<file path="src/rtl/pingpangpong_arbiter_if.sv">
// Agent handshake pulses and select/count outputs of the ping/pang/pong
// buffer ownership controller.
interface pingpangpong_arbiter_if;
  logic       sn_done;
  logic       cpu_acc;
  logic       cpu_rej;
  logic       fwd_done;
  logic [1:0] sn_sel;
  logic [1:0] cpu_sel;
  logic [1:0] fwd_sel;
  logic [1:0] ping_sel;
  logic [1:0] pang_sel;
  logic [1:0] pong_sel;
  logic [1:0] ready_cnt;
  logic [1:0] acc_cnt;

  modport master (
    output sn_done, cpu_acc, cpu_rej, fwd_done,
    input  sn_sel, cpu_sel, fwd_sel, ping_sel, pang_sel, pong_sel, ready_cnt, acc_cnt
  );

  modport slave (
    input  sn_done, cpu_acc, cpu_rej, fwd_done,
    output sn_sel, cpu_sel, fwd_sel, ping_sel, pang_sel, pong_sel, ready_cnt, acc_cnt
  );
endinterface

</file>
<file path="src/rtl/pingpangpong_arbiter.sv">
// Hands the three packet buffers to snooper, CPU and forwarder in arrival
// order; every select is registered.
module pingpangpong_arbiter #(
  parameter int unsigned FWD_ENABLE = 1
) (
  input  logic                   clk,
  input  logic                   rst,
  pingpangpong_arbiter_if.slave  bus
);

  typedef enum logic [2:0] {B_EMPTY, B_SN, B_READY, B_CPU, B_ACC, B_FWD} buf_st_e;

  buf_st_e    st_q [3];
  buf_st_e    st_d [3];
  logic [1:0] bsel_q [3];
  logic [1:0] sn_sel_q, sn_sel_d, cpu_sel_q, cpu_sel_d, fwd_sel_q, fwd_sel_d;

  logic [1:0] rq_mem_q [3];
  logic [1:0] rq_wr_q, rq_wr_d, rq_rd_q, rq_rd_d, rq_cnt_q, rq_cnt_d;
  logic [1:0] aq_mem_q [3];
  logic [1:0] aq_wr_q, aq_wr_d, aq_rd_q, aq_rd_d, aq_cnt_q, aq_cnt_d;

  logic       rq_push, rq_pop, aq_push, aq_pop;
  logic [1:0] rq_push_idx, aq_push_idx;
  logic       sn_free;
  logic [1:0] sn_free_idx;

  function automatic logic [1:0] ptr_inc(input logic [1:0] p);
    return (p == 2'd2) ? 2'd0 : p + 2'd1;
  endfunction

  function automatic logic [1:0] agent_of(input buf_st_e s);
    case (s)
      B_SN:    return 2'b01;
      B_CPU:   return 2'b10;
      B_FWD:   return 2'b11;
      default: return 2'b00;
    endcase
  endfunction

  // Lowest-index EMPTY buffer, from registered state only
  always_comb begin
    sn_free     = 1'b0;
    sn_free_idx = 2'd0;
    for (int i = 2; i >= 0; i--) begin
      if (st_q[i] == B_EMPTY) begin
        sn_free     = 1'b1;
        sn_free_idx = 2'(i);
      end
    end
  end

  // Each agent branch touches only a buffer in that agent's own state, so
  // the three branches never write the same st_d entry.
  always_comb begin
    for (int i = 0; i < 3; i++) st_d[i] = st_q[i];
    sn_sel_d    = sn_sel_q;
    cpu_sel_d   = cpu_sel_q;
    fwd_sel_d   = fwd_sel_q;
    rq_push     = 1'b0;
    rq_push_idx = 2'd0;
    rq_pop      = 1'b0;
    aq_push     = 1'b0;
    aq_push_idx = 2'd0;
    aq_pop      = 1'b0;

    if (sn_sel_q != 2'b00) begin
      if (bus.sn_done) begin
        st_d[sn_sel_q - 2'd1] = B_READY;
        rq_push               = 1'b1;
        rq_push_idx           = sn_sel_q - 2'd1;
        sn_sel_d              = 2'b00;
      end
    end else if (sn_free) begin
      st_d[sn_free_idx] = B_SN;
      sn_sel_d          = sn_free_idx + 2'd1;
    end

    if (cpu_sel_q != 2'b00) begin
      if (bus.cpu_acc && (FWD_ENABLE != 0)) begin
        st_d[cpu_sel_q - 2'd1] = B_ACC;
        aq_push                = 1'b1;
        aq_push_idx            = cpu_sel_q - 2'd1;
        cpu_sel_d              = 2'b00;
      end else if (bus.cpu_acc || bus.cpu_rej) begin
        st_d[cpu_sel_q - 2'd1] = B_EMPTY;
        cpu_sel_d              = 2'b00;
      end
    end else if (rq_cnt_q != 2'd0) begin
      rq_pop                   = 1'b1;
      st_d[rq_mem_q[rq_rd_q]]  = B_CPU;
      cpu_sel_d                = rq_mem_q[rq_rd_q] + 2'd1;
    end

    if (fwd_sel_q != 2'b00) begin
      if (bus.fwd_done) begin
        st_d[fwd_sel_q - 2'd1] = B_EMPTY;
        fwd_sel_d              = 2'b00;
      end
    end else if (aq_cnt_q != 2'd0) begin
      aq_pop                   = 1'b1;
      st_d[aq_mem_q[aq_rd_q]]  = B_FWD;
      fwd_sel_d                = aq_mem_q[aq_rd_q] + 2'd1;
    end

    rq_wr_d  = rq_push ? ptr_inc(rq_wr_q) : rq_wr_q;
    rq_rd_d  = rq_pop  ? ptr_inc(rq_rd_q) : rq_rd_q;
    rq_cnt_d = rq_cnt_q + 2'(rq_push) - 2'(rq_pop);
    aq_wr_d  = aq_push ? ptr_inc(aq_wr_q) : aq_wr_q;
    aq_rd_d  = aq_pop  ? ptr_inc(aq_rd_q) : aq_rd_q;
    aq_cnt_d = aq_cnt_q + 2'(aq_push) - 2'(aq_pop);
  end

  always_ff @(posedge clk or posedge rst) begin
    if (rst) begin
      for (int i = 0; i < 3; i++) begin
        st_q[i]   <= B_EMPTY;
        bsel_q[i] <= 2'b00;
      end
      sn_sel_q  <= 2'b00;
      cpu_sel_q <= 2'b00;
      fwd_sel_q <= 2'b00;
      rq_wr_q   <= 2'd0;
      rq_rd_q   <= 2'd0;
      rq_cnt_q  <= 2'd0;
      aq_wr_q   <= 2'd0;
      aq_rd_q   <= 2'd0;
      aq_cnt_q  <= 2'd0;
    end else begin
      for (int i = 0; i < 3; i++) begin
        st_q[i]   <= st_d[i];
        bsel_q[i] <= agent_of(st_d[i]);
      end
      sn_sel_q  <= sn_sel_d;
      cpu_sel_q <= cpu_sel_d;
      fwd_sel_q <= fwd_sel_d;
      rq_wr_q   <= rq_wr_d;
      rq_rd_q   <= rq_rd_d;
      rq_cnt_q  <= rq_cnt_d;
      aq_wr_q   <= aq_wr_d;
      aq_rd_q   <= aq_rd_d;
      aq_cnt_q  <= aq_cnt_d;
    end
  end

  // Queue storage is never read while its count is zero, so it needs no reset
  always_ff @(posedge clk) begin
    if (rq_push) rq_mem_q[rq_wr_q] <= rq_push_idx;
    if (aq_push) aq_mem_q[aq_wr_q] <= aq_push_idx;
  end

  assign bus.sn_sel    = sn_sel_q;
  assign bus.cpu_sel   = cpu_sel_q;
  assign bus.fwd_sel   = fwd_sel_q;
  assign bus.ping_sel  = bsel_q[0];
  assign bus.pang_sel  = bsel_q[1];
  assign bus.pong_sel  = bsel_q[2];
  assign bus.ready_cnt = rq_cnt_q;
  assign bus.acc_cnt   = aq_cnt_q;

endmodule

</file>
<file path="src/flat_wrapper.sv">
// flat-port wrapper written by rule: the top's interface ports become plain ports
module pingpangpong_arbiter_flat 
#(
  parameter int unsigned FWD_ENABLE = 1
)
  (clk, rst, bus_sn_done, bus_cpu_acc, bus_cpu_rej, bus_fwd_done, bus_sn_sel, bus_cpu_sel, bus_fwd_sel, bus_ping_sel, bus_pang_sel, bus_pong_sel, bus_ready_cnt, bus_acc_cnt);
  pingpangpong_arbiter_if bus_i ();
  input  logic clk;
  input  logic rst;
  input wire logic [$bits(bus_i.sn_done)-1:0] bus_sn_done;
  input wire logic [$bits(bus_i.cpu_acc)-1:0] bus_cpu_acc;
  input wire logic [$bits(bus_i.cpu_rej)-1:0] bus_cpu_rej;
  input wire logic [$bits(bus_i.fwd_done)-1:0] bus_fwd_done;
  output wire logic [$bits(bus_i.sn_sel)-1:0] bus_sn_sel;
  output wire logic [$bits(bus_i.cpu_sel)-1:0] bus_cpu_sel;
  output wire logic [$bits(bus_i.fwd_sel)-1:0] bus_fwd_sel;
  output wire logic [$bits(bus_i.ping_sel)-1:0] bus_ping_sel;
  output wire logic [$bits(bus_i.pang_sel)-1:0] bus_pang_sel;
  output wire logic [$bits(bus_i.pong_sel)-1:0] bus_pong_sel;
  output wire logic [$bits(bus_i.ready_cnt)-1:0] bus_ready_cnt;
  output wire logic [$bits(bus_i.acc_cnt)-1:0] bus_acc_cnt;
  assign bus_i.sn_done = bus_sn_done;
  assign bus_i.cpu_acc = bus_cpu_acc;
  assign bus_i.cpu_rej = bus_cpu_rej;
  assign bus_i.fwd_done = bus_fwd_done;
  assign bus_sn_sel = bus_i.sn_sel;
  assign bus_cpu_sel = bus_i.cpu_sel;
  assign bus_fwd_sel = bus_i.fwd_sel;
  assign bus_ping_sel = bus_i.ping_sel;
  assign bus_pang_sel = bus_i.pang_sel;
  assign bus_pong_sel = bus_i.pong_sel;
  assign bus_ready_cnt = bus_i.ready_cnt;
  assign bus_acc_cnt = bus_i.acc_cnt;
  pingpangpong_arbiter #(.FWD_ENABLE(FWD_ENABLE)) u_core (.clk(clk), .rst(rst), .bus(bus_i));
endmodule
</file>
<file path="config.mk">
export PLATFORM = sky130hd
export DESIGN_NAME = pingpangpong_arbiter_flat
export DESIGN_NICKNAME = d
export VERILOG_FILES = /design/src/rtl/pingpangpong_arbiter_if.sv /design/src/rtl/pingpangpong_arbiter.sv /design/src/flat_wrapper.sv
export SDC_FILE = /design/constraint.sdc
export NUM_CORES = 1
export LEC_CHECK = 0
export ABC_CLOCK_PERIOD_IN_PS = 4970
export BUFFER_PORTS_ARGS = -buffer_cell sky130_fd_sc_hd__clkbuf_2
export CAP_MARGIN = 20
export CORE_MARGIN = 2
export CORE_UTILIZATION = 35
export CTS_CLUSTER_DIAMETER = 40
export DETAILED_ROUTE_END_ITERATION = 10
export SLEW_MARGIN = 20
export SYNTH_ARGS = -nofsm -noshare
export SYNTH_HDL_FRONTEND = slang
export SYNTH_SLANG_ARGS = --single-unit
</file>
<file path="constraint.sdc">
create_clock -name clk -period 4.97 [get_ports clk]
set_input_delay 0.497 -clock clk [delete_from_list [all_inputs] [get_ports clk]]
set_output_delay 0.497 -clock clk [all_outputs]
set_load 0.01 [all_outputs]
</file>
# == Word-level counts from Yosys, hierarchy flattened ==
# Memory sizes are Yosys's and may differ from the RTL's.
# Cells that the tools add are included.
# classes
order_cmp,12
bitwise,25
addsub,14
n_mux,61
n_reduce_logical,21
n_eq_ne,16
# ops
op,count
$mux 9,10
$mux 2,21
$demux 3 s2,6
$and 6x6->6,3
$and 9x9->9,2
$ge 3x3->1 const B,6
$lt 3x1->1 const B,6
$mux 3,6
$not 2->3,6
$not 6->6,3
$not 9->9,2
$pmux 2 s3,3
$reduce_bool 2->1,8
$mux 1,15
$add 2x1->2 const B,7
$or 6x6->6,2
$eq 3x1->1 const B,3
$eq 3x2->1 const B,3
$eq 3x3->1 const B,3
$logic_not 3->1,3
$or 3x3->3,3
$eq 2x2->1 const B,4
$and 3x3->3,2
$logic_and 1x1->1,6
8 further kinds,16
# word_totals
elab_cells,166
ramBits,12
memories,2
ff_bits,33
inputBits,6
out_inout_bits,16
# memory_table
memory,depth,word_bits,rd,rd_clocked_by_memory_dff,write_ports,line_no,text
u_core.aq_mem_q,3,2,1,0,1,pingpangpong_arbiter.sv:20,logic [1:0] aq_mem_q [3];
u_core.rq_mem_q,3,2,1,0,1,pingpangpong_arbiter.sv:18,logic [1:0] rq_mem_q [3];

# == Longest topological paths before layout ==
# Gate-level depths: netlist (run 1).
# depth
depth_word,22
mapped_depth,10

# == Worst setup path after synthesis (run 1) ==
# OpenSTA, ideal clock, no wires.
# synth_timing
path_kind,flip-flop to flip-flop
start,register u_core.rq_rd_q[0]
end,"register u_core.bsel_q, in the netlist u_core.bus.pang_sel[1]"
path_stages_with_launch,10
arrival_time_ps,1885
required_time_ps,4841
slack_ps,2957
path_buffers,0
setup_time_ps,129
cell_sequence,dfrtp_1 > mux2i_1 > nor2_1 > a21oi_1 > inv_1 > ha_1 > and2_1 > o311ai_1 > and3_4 > nor3_2
# synth_via
elab_chain_cells,15
# synth_lines
element,line_no,text
"start, declared",pingpangpong_arbiter.sv:19,"logic [1:0] rq_wr_q, rq_wr_d, rq_rd_q, rq_rd_d, rq_cnt_q, rq_cnt_d;"
"start signal, assigned",pingpangpong_arbiter.sv:138,rq_rd_q <= rq_rd_d;
$mem_v2 3x2 (*),--,
$not 2->3 (not written as such) (*),pingpangpong_arbiter.sv:91,st_d[rq_mem_q[rq_rd_q]] = B_CPU;
$ge 3x3->1 (not written as such) / $lt 3x1->1 (equally long branches),pingpangpong_arbiter.sv:91,
$logic_and 1x1->1 (not written as such),pingpangpong_arbiter.sv:91,
$mux 3 (not written as such),pingpangpong_arbiter.sv:91,
$demux 3 s2 (*),pingpangpong_arbiter.sv:91,
$not 3->3 (no source line),--,
$and 3x3->3 (no source line),--,
$mux 9 (*),pingpangpong_arbiter.sv:89,end else if (rq_cnt_q != 2'd0) begin
$mux 9 (*),pingpangpong_arbiter.sv:79,if (cpu_sel_q != 2'b00) begin
$or 6x6->6 (no source line) / $and 9x9->9 (equally long branches),--,
$mux 9 (on tied branches),"pingpangpong_arbiter.sv:100, pingpangpong_arbiter.sv:96",
$mux 9 (*),pingpangpong_arbiter.sv:95,if (fwd_sel_q != 2'b00) begin
"$eq 3x3->1, or another cell as far along",pingpangpong_arbiter.sv:33,case (s)
$pmux 2 s3 (*),pingpangpong_arbiter.sv:33,
"end signal, assigned by index",pingpangpong_arbiter.sv:132,bsel_q[i] <= agent_of(st_d[i]);
"end, declared",pingpangpong_arbiter.sv:15,logic [1:0] bsel_q [3];
# Mark *: on every way between the ends. The rest lies on a longest branch, timed or not.
# A chain may end at the register's enable or synchronous reset.

# == Final worst setup path (run 1) ==
# layout_timing
start,register u_core.sn_sel_q[1] (netlist: u_core.bus.sn_sel[1])
end,"register u_core.bsel_q, in the netlist u_core.bus.pang_sel[1]"
# layout_via
elab_chain_cells,19
# layout_lines
element,line_no,text
"start, declared",pingpangpong_arbiter.sv:16,"logic [1:0] sn_sel_q, sn_sel_d, cpu_sel_q, cpu_sel_d, fwd_sel_q, fwd_sel_d;"
"start signal, assigned",pingpangpong_arbiter.sv:134,sn_sel_q <= sn_sel_d;
$sub 2x1->2,pingpangpong_arbiter.sv:69,st_d[sn_sel_q - 2'd1] = B_READY;
$not 2->3 (not written as such),pingpangpong_arbiter.sv:69,
$ge 3x3->1 (not written as such) / $lt 3x1->1 (equally long branches),pingpangpong_arbiter.sv:69,
$logic_and 1x1->1 (not written as such),pingpangpong_arbiter.sv:69,
$mux 3 (not written as such),pingpangpong_arbiter.sv:69,
$demux 3 s2,pingpangpong_arbiter.sv:69,
$not 6->6 (no source line),--,
$and 6x6->6 (no source line),--,
(+3 left out),--,
$mux 9,pingpangpong_arbiter.sv:85,end else if (bus.cpu_acc || bus.cpu_rej) begin
$mux 9,pingpangpong_arbiter.sv:80,if (bus.cpu_acc && (FWD_ENABLE != 0)) begin
$mux 9 (*),pingpangpong_arbiter.sv:79,
$or 6x6->6 (no source line) / $and 9x9->9 (equally long branches),--,
$mux 9 (on tied branches),"pingpangpong_arbiter.sv:100, pingpangpong_arbiter.sv:96",
$mux 9 (*),pingpangpong_arbiter.sv:95,
"$eq 3x3->1, or another cell as far along",pingpangpong_arbiter.sv:33,
$pmux 2 s3 (*),pingpangpong_arbiter.sv:33,
# Marks and branches as above.

==> results of run 1 <==
## final timing paths
path,end,depth (start not counted),from,slack (ps)
worst max-delay path,u_core.bus.pang_sel[1],9,u_core.bus.sn_sel[1],2770
worst max register to register,u_core.bus.pang_sel[1],9,u_core.bus.sn_sel[1],2770
worst min register to register,u_core.aq_wr_q[1],1,u_core.aq_wr_q[1],530
worst min-delay path,u_core.bus.sn_sel[1],3,rst,260
max in group asynchronous,u_core.aq_rd_q[0],3,rst,4390
min in group clk,u_core.bus.fwd_sel[0],2,bus_fwd_done,440
## where the power goes
part	switching, W	leakage [nW]	internal (W)	total [W]
clock	0.000127	0.0439	0.0000971	0.000224
sequential	0.000126	0.519	0.000549	0.000676
combinational	0.000537	0.657	0.000400	0.000936
total	0.000790	1.22	0.00105	0.00184
## cell type report
class                           instances  area, µm²  share of cell area [%]
Clock buffer                            5       68.8                    2.64
Clock inverter                          3       17.5                   0.671
Timing Repair Buffer                   22        113                    4.31
Inverter                               26        105                    4.02
Multi-Input combinational cell        141       1020                    39.2
Tap cell                               77       96.3                    3.69
Sequential cell                        45       1190                    45.4
## cells by family (layout without fill, tap and decap cells)
logic type	after synthesis	count (layout)	share of synthesized area (%)
AOI/OAI and AO/OA	53	53	17.2
and+or+nand+nor	61	61	13.3
DFF	45	45	50.7
buffers and inverters	30	56	5.46
adders and majority gates	18	18	9.63
muxes	5	5	2.19
xor gates and xnor gates	4	4	1.50
## synth_stat cells (all sizes together)
master / count / share of area (%)
edfxtp: 12 / 15
a21boi: 3 / 0.96
or3: 2 / 0.53
nand2b: 1 / 0.27
dfrtp: 33 / 35
a31o: 1 / 0.37
o21bai: 1 / 0.32
nand3: 1 / 0.21
buf: 1 / 0.48
o31ai: 1 / 0.32
mux2i: 4 / 1.7
o311ai: 1 / 0.37
a211o: 1 / 0.37
nand2: 22 / 4.2
a211oi: 2 / 0.86
a21oi: 11 / 2.4
and2: 3 / 0.80
mux2: 1 / 0.48
and3b: 1 / 0.37
o211ai: 1 / 0.32
o21a: 2 / 0.64
a21o: 5 / 1.6
and3: 1 / 0.48
clkbuf: 3 / 0.48
a22o: 2 / 0.75
xnor2: 4 / 1.5
o22ai: 2 / 0.53
nor3: 6 / 1.5
o21ba: 1 / 0.43
inv: 26 / 4.5
ha: 18 / 9.6
a2111oi: 1 / 0.64
nand3b: 2 / 0.64
a221oi: 3 / 2.1
o21ai: 10 / 2.3
nand4: 1 / 0.27
o2bb2ai: 1 / 0.37
a311oi: 1 / 0.37
nor2: 17 / 2.7
a31oi: 1 / 0.27
nor3b: 4 / 1.3
a221o: 2 / 0.86
## critical path, cell delays in order (launching register included)
cell and delay (ps):
sky130_fd_sc_hd__dfrtp_1 430, sky130_fd_sc_hd__inv_1 110, sky130_fd_sc_hd__ha_1 350, sky130_fd_sc_hd__inv_4 80, sky130_fd_sc_hd__nand2_8 110, sky130_fd_sc_hd__inv_6 50
sky130_fd_sc_hd__a221o_1 340, sky130_fd_sc_hd__a211o_1 300, sky130_fd_sc_hd__and3_4 190, sky130_fd_sc_hd__nor3_2 150
## layer usage
layer / vias up / routed length, µm
li1: 802 / -
met1: 780 / 2180
met2: 19 / 2150
met3: 8 / 136
met4: 0 / 85
met5: - / 0
## state kept, by name, indices dropped and copies added (netlist names)
name                  flops
u_core.bus.acc_cnt        2
u_core.bus.sn_sel         2
u_core.bus.ping_sel       2
u_core.aq_rd_q            2
u_core.rq_rd_q            2
u_core.st_q               9
u_core.bus.pong_sel       2
u_core.rq_wr_q            2
u_core.bus.fwd_sel        2
u_core.bus.ready_cnt      2
u_core.bus.cpu_sel        2
u_core.aq_mem_q           6
u_core.aq_wr_q            2
u_core.bus.pang_sel       2
u_core.rq_mem_q           6
## through the flow
step | worst slack (ps) | cell area [µm²] | hold slack [ps] | total power [W]
after floorplan | 2960 | 2340 | 488 | 0.00139
after global routing | 2550 | 2610 | 289 | 0.00201
after CTS | 2740 | 2610 | 271 | 0.00186
after detailed placement | 2750 | 2520 | 513 | 0.00162
final | 2770 | 2610 | 258 | 0.00184
after global placement | 2780 | 2520 | 507 | 0.00161
==> results.txt, run 1 <==
* Result of the run: completed
- The worst setup path is captured at a flip-flop.
- Cells with a size suffix above 1 make up 18.6% of the layout.
* Root buffer cell: sky130_fd_sc_hd__clkbuf_8
* P per Cell Area: 703 mW/mm²
- Met3 track demand over resource: 2.89%
- The initial antenna violation count is 0.
* Synthesized Nets: 240
* Number of buffers on the longest clock path: 2
- The number of placed instances, taps included, is 311.
* Placeable core region: 0.00642 mm²
* Rows: 29
- In this run the worst hold path is classified as primary input to asynchronous set/reset pin.
* Worst path arrival time: 2430 ps
- Once the clock tree was built, the resizer swapped 0 gates to a different size.
- Leaving out fill and tap cells, the most frequent cell in the layout is sky130_fd_sc_hd__dfrtp_1.
* Count of maximum capacitance violations: 0
- Worst slew margin relative to its limit: 65.4%
* Number of buffers inserted to repair setup after CTS: 0
* Final net count: 265
- Clock-pin slew was measured on the worst setup and hold paths at 90 ps.
- The library cells used most frequently in the layout, excluding fill and tap cells, are sky130_fd_sc_hd__dfrtp_1 (33), sky130_fd_sc_hd__inv_1 (21), sky130_fd_sc_hd__nand2_1 (21), sky130_fd_sc_hd__clkbuf_2 (21), sky130_fd_sc_hd__ha_1 (18).
- CTS saw 45 sinks.
- Met1 Track Usage GR: 18.3%
* Final worst-path cycle share: 44.3%
- Subtracting the final worst setup slack from the clock period gives 2200 ps.
- Total via count after detailed routing: 1609
- Pin count of the biggest net entering global routing: 34
* Final TNS setup: 0 ps
* Type of the worst setup path: flip-flop to flip-flop
- The number of hold buffers added after CTS was 0.
* Fin Clk Skew: 10.4 ps
- Counting the fill cells in the layout gives 627.
- Across the VDD grid, the largest voltage drop is 253 µV.
* Final Slew Violations: 0
- Yosys mapped the design onto 53 distinct sky130hd cell types.
* Number of CTS-inserted buffers: 5
* HPWL reported at the end of detailed placement: 3.30 mm
- The first global-routing pass estimated 7.62 mm of wire.
- Initial drt markers: 45
- In this run the horizontal extent of the chip is 85.7 µm.
- Post-detailed-route wirelength per cell: 14.3 µm
- H-tree depth: 2
* Diode insertion count for antenna repair: 0
* Worst-Skew Late Latency: 300 ps
* Final Hold Vio Count: 0
- Port Buffers: 21
* Most Crowded Layer GR: met2
* M2 GR Usage: 20.6%
* Residual overflow from global routing: 0
- Initial standard-cell utilization of the core: 36.4%
* Slew @ Worst Pin: 518 ps
- Summed instance area of the synthesized netlist: 0.00234 mm²
* Vertical die dimension: 85.7 µm
- For this design the top-level I/O count stands at 22.
* Synthesis warning total: 0
- For this design the static power due to leakage is 1.22 nW.
- Synthesis inferred 45 register bits.
- Placer's final routability congestion estimate: 0.847
- In the global route stage, overall resource usage came out at 13.4%.
- DRC violation count after routing: 0
* First-pass DRT Iterations: 4
* Post-Route WL: 4.55 mm
- Once detail routing completed, the nets flagged for antenna violations numbered 0.
- Per-instance average area after synthesis: 10.8 µm²
- After synthesis, flip-flops and latches occupy 50.7% of the total area.
- Critical path launch point type: flip-flop
- Count of endpoints failing setup in the final report: 0
- Cell Count, Final, Fillers Out: 319
- The die covers 0.00735 mm².
- Setup repair after global routing left no endpoint under its margin.
- Synthesis-to-finish area growth: 11.7%
- In this run the worst path has a maximum fanout of 9.
* Critical path required time: 5200 ps
- TritonCTS built the clock tree.
- Measured on the finished design, the core utilization comes to 40.7%.
- Vias in the first global route: 1561
* Number of standard cells after synthesis: 216
- Per-cell via count in the routed design: 5.04
* Upper clock frequency limit: 0.454 GHz
Note: power is estimated with default switching activity, not from simulation.
==> run 2: changes to the inputs <==
Settings changed: ABC_AREA set to 1, ABC_CLOCK_PERIOD_IN_PS 4970 to 2100.
Clock period 4.97 ns to 2.1 ns, I/O delays scaled along.
==> results.txt, run 2 <==
* Result of the run: completed
- The worst setup path is launched from a flip-flop.
- # clock sinks: 45
* Most frequently used cell type in the post-synthesis netlist: sky130_fd_sc_hd__nand2_1
- Setup violations remaining at the end of the flow were counted as 0.
* Number of distinct standard cells referenced by the synthesized netlist: 25
* Final worst-path cycle share: 91.6%
* Antenna Nets Post-Route: 0
* Rows: 30
- The largest single stage delay on the critical path is 430 ps.
- After detailed routing, the average wire length per cell comes to 11.2 µm.
- Summed over its instances, the top area cell type makes up 33.7% of the synthesized netlist area.
- Synthesized Nets: 308
- The number of global-route vias before repair was 1829.
- Worst-Skew Late Latency: 300 ps
- Final design instance area without fill: 0.00278 mm²
- Leaving out fill and tap cells, the most frequent cell in the layout is sky130_fd_sc_hd__nand2_1.
- From synthesis to final layout, the design area changed by 13.5%.
* Number of standard cells after synthesis: 284
- Number of cells in the design after placement: 403
- Cells with a size suffix above 1 make up 16.8% of the layout.
- Clock slew at the register clock pins of the worst setup and hold paths: 80 ps
- Overall power consumption after layout is estimated at 0.00445 W.
- Top cells by area in the synthesized netlist: sky130_fd_sc_hd__dfrtp_1 (34%), sky130_fd_sc_hd__edfxtp_1 (15%), sky130_fd_sc_hd__nand2_1 (11%)
- In this run the worst setup path begins at u_core.bus.cpu_sel[0].
- Before antenna repair, the detailed router went through 4 iterations.
- Critical path's top delay family: adder cells
- Global Route Usage Sum: 13.8%
- Fin Clk Skew: 5.96 ps
- Die area: 0.00768 mm²
- Flip-flop cell with the highest count after synthesis: sky130_fd_sc_hd__dfrtp_1
- After global routing the overflow that remains totals 0.
* Cell Count, Final, Fillers Out: 412
* EDFF count, synth: 12
* Minimum hold slack: 152 ps
- The congestion estimate from routability-driven global placement came to 0.797.
* Initial drt markers: 100
* CTS tree: done
- Setup repair after global routing left no endpoint under its margin.
- Type of the worst setup path: flip-flop to flip-flop
* Hold endpoint: u_core.bus.fwd_sel[0]
- Synthesis warning total: 0
- Most used cells in the layout excluding fill and tap cells: sky130_fd_sc_hd__nand2_1 (74), sky130_fd_sc_hd__inv_1 (52), sky130_fd_sc_hd__dfrtp_1 (33)
* Initial standard-cell utilization of the core: 36.0%
* Final net count: 339
- Max-cap violations in this run came to 0.
* Internal reg-to-reg setup slack: 180 ps
- Root buffer cell: sky130_fd_sc_hd__clkbuf_8
- Endpoint type of the worst setup path: flip-flop
* Hold buffer count at cts: 1
- Async SR Flop Fraction: 73.3%
- Counting flops per register, the top entry is u_core.st_q.
- The floorplan step set the die height to 87.6 µm.
- Max IR drop VDD: 510 µV
* Crit path top cell by count: sky130_fd_sc_hd__ha_1
* FF-to-FF Start: u_core.bus.cpu_sel[0]
- P per Cell Area: 1600 mW/mm²
- The max-slew violation count was 0.
* Total leakage power: 1.48 nW
- Counting the fill cells in the layout gives 673.
- After floorplanning, the core was sized to cover 0.00679 mm².
- Reg-to-Reg End: u_core.bus.ready_cnt[1]
* Sequential standard cell area: 0.00119 mm²
* Die width: 87.6 µm
- Global-route wire length before repair: 8.09 mm
- Pin placement for this block handled 22 I/O pins.
* H-tree depth: 2
- Headroom to the max-slew limit came out at 71.2%.
- The min-delay analysis places its worst path in the category primary input to flip-flop.
- Slew @ Worst Pin: 431 ps
* Post-synth top area cell: sky130_fd_sc_hd__dfrtp_1
- The clock passes through at most 2 buffers.
* Number of buffers inserted to repair setup after CTS: 0
- Origin of the worst min-delay path: bus_fwd_done
* Pin count of the biggest net entering global routing: 34
* Multi-input combinational cell area: 0.00104 mm²
- Number of synthesized register bits: 45
- DRC violation count after routing: 0
- The repair_antennas step left the layout with diodes totalling 0.
- Number of flip-flops under the largest register name: 9
* Top cells by count, synth: sky130_fd_sc_hd__nand2_1 (74), sky130_fd_sc_hd__inv_1 (52), sky130_fd_sc_hd__dfrtp_1 (33)
- In this run the worst path has a maximum fanout of 8.
- Min Tclk post-route: 1920 ps
- Final TNS setup: 0 ps
- The synthesized netlist occupies a cell area of 0.00245 mm².
- In this run the cell area measured after placement is 0.00269 mm².
- Based on the critical path, the design can be clocked at up to 0.520 GHz.
* Number of CTS-inserted buffers: 5
- Each instance of the synthesized netlist takes up on average 8.62 µm².
- Cell with the largest stage delay on the worst path: sky130_fd_sc_hd__dfrtp_1
* Regs by FF count: u_core.st_q x9, u_core.aq_mem_q x6, u_core.rq_mem_q x6
- Per-cell via count in the routed design: 4.32
- Critical path required time: 2330 ps
- Counting instances, the worst hold path has a depth of 2.
- Port buffering added 21 buffers.
- Data arrives at the worst endpoint at 2150 ps.
- The final layout contains routed wiring with a total length of 4.62 mm.
* Cell breakdown of the critical path: inv_1 -> ha_1 -> inv_2 -> nor2_8 -> ha_1 -> inv_1 -> ha_1 -> xnor2_1 -> xor2_1
- The initial antenna violation count is 0.
* Count of buffering cells on the critical path with inverters included: 3
- Sequential elements use 48.5% of the synthesized area.
- Total via count after detailed routing: 1778
- Detailed placement finished with a half-perimeter wire length of 3.59 mm.
- Counting cells, the worst reg-to-reg path comes to 9.
* Post-CTS Resized: 0
- The final hold violation count was 0.
## run 2: cell count changes after synthesis, moves of 5 or more
cell | before | now
sky130_fd_sc_hd__a21o_1 | 5 | 0
sky130_fd_sc_hd__a21oi_1 | 11 | 3
sky130_fd_sc_hd__inv_1 | 21 | 52
sky130_fd_sc_hd__nand2_1 | 21 | 74
sky130_fd_sc_hd__nand2_2 | 0 | 5
sky130_fd_sc_hd__nand3_1 | 1 | 21
## run 2: how the worst max path moves through the flow
stage	to	slack [ps]	cells past startpoint
2_1_floorplan	u_core.bus.ready_cnt[1]	270	9
3_3_place_gp	u_core.bus.ready_cnt[1]	260	9
3_5_place_dp	u_core.bus.ready_cnt[1]	180	9
4_1_cts	u_core.bus.ready_cnt[1]	170	9
5_1_grt	u_core.bus.ready_cnt[1]	20	9
6_report	u_core.bus.ready_cnt[1]	180	9
## run 2: logic make-up after synthesis
group           synth area share [%]
flops                           48.5
compound gates                  4.40
fa+ha+maj                       9.20
simple gates                    27.5
buf+inv                         9.05
xor+xnor                        1.43
## run 2: final cells by class
type,count,share of cell area [%]
clock inverters,1,0.180
clock buffers,7,2.75
repair buffers,24,4.68
inverters,59,7.97
well taps,96,4.32
multi-input cells,180,37.4
flip-flops and latches,45,42.7
## run 2: layer usage
| layer | GRT usage, % | part of all wire (%) |
|---|---|---|
| met1 | 18.0 | 50 |
| met2 | 22.2 | 45 |
| met3 | 3.02 | 3.2 |
| met4 | 5.45 | 1.9 |
| met5 | 0 | 0 |
## run 2: where the power goes
group	total (W)	internal, W	switching, W	leakage [nW]
registers	0.00153	0.00130	0.000230	0.519
clock network	0.000524	0.000234	0.000290	0.0422
logic	0.00240	0.000882	0.00152	0.918
## run 2: worst register-to-register path, delay by kind of cell (launching register included)
family,cells,cell delay (ps)
adders and majority gates,3,660
DFF,1,430
and+or+nand+nor,1,190
buffers and inverters,3,290
xor gates and xnor gates,2,280
## run 2: per-stage QoR
step / setup WS (ps) / utilization (%)
3_3_place_gp: 263 / 39.6
6_report: 176 / 40.9
3_5_place_dp: 175 / 39.6
2_1_floorplan: 269 / -
5_1_grt: 15.0 / 40.9
4_1_cts: 168 / 40.9
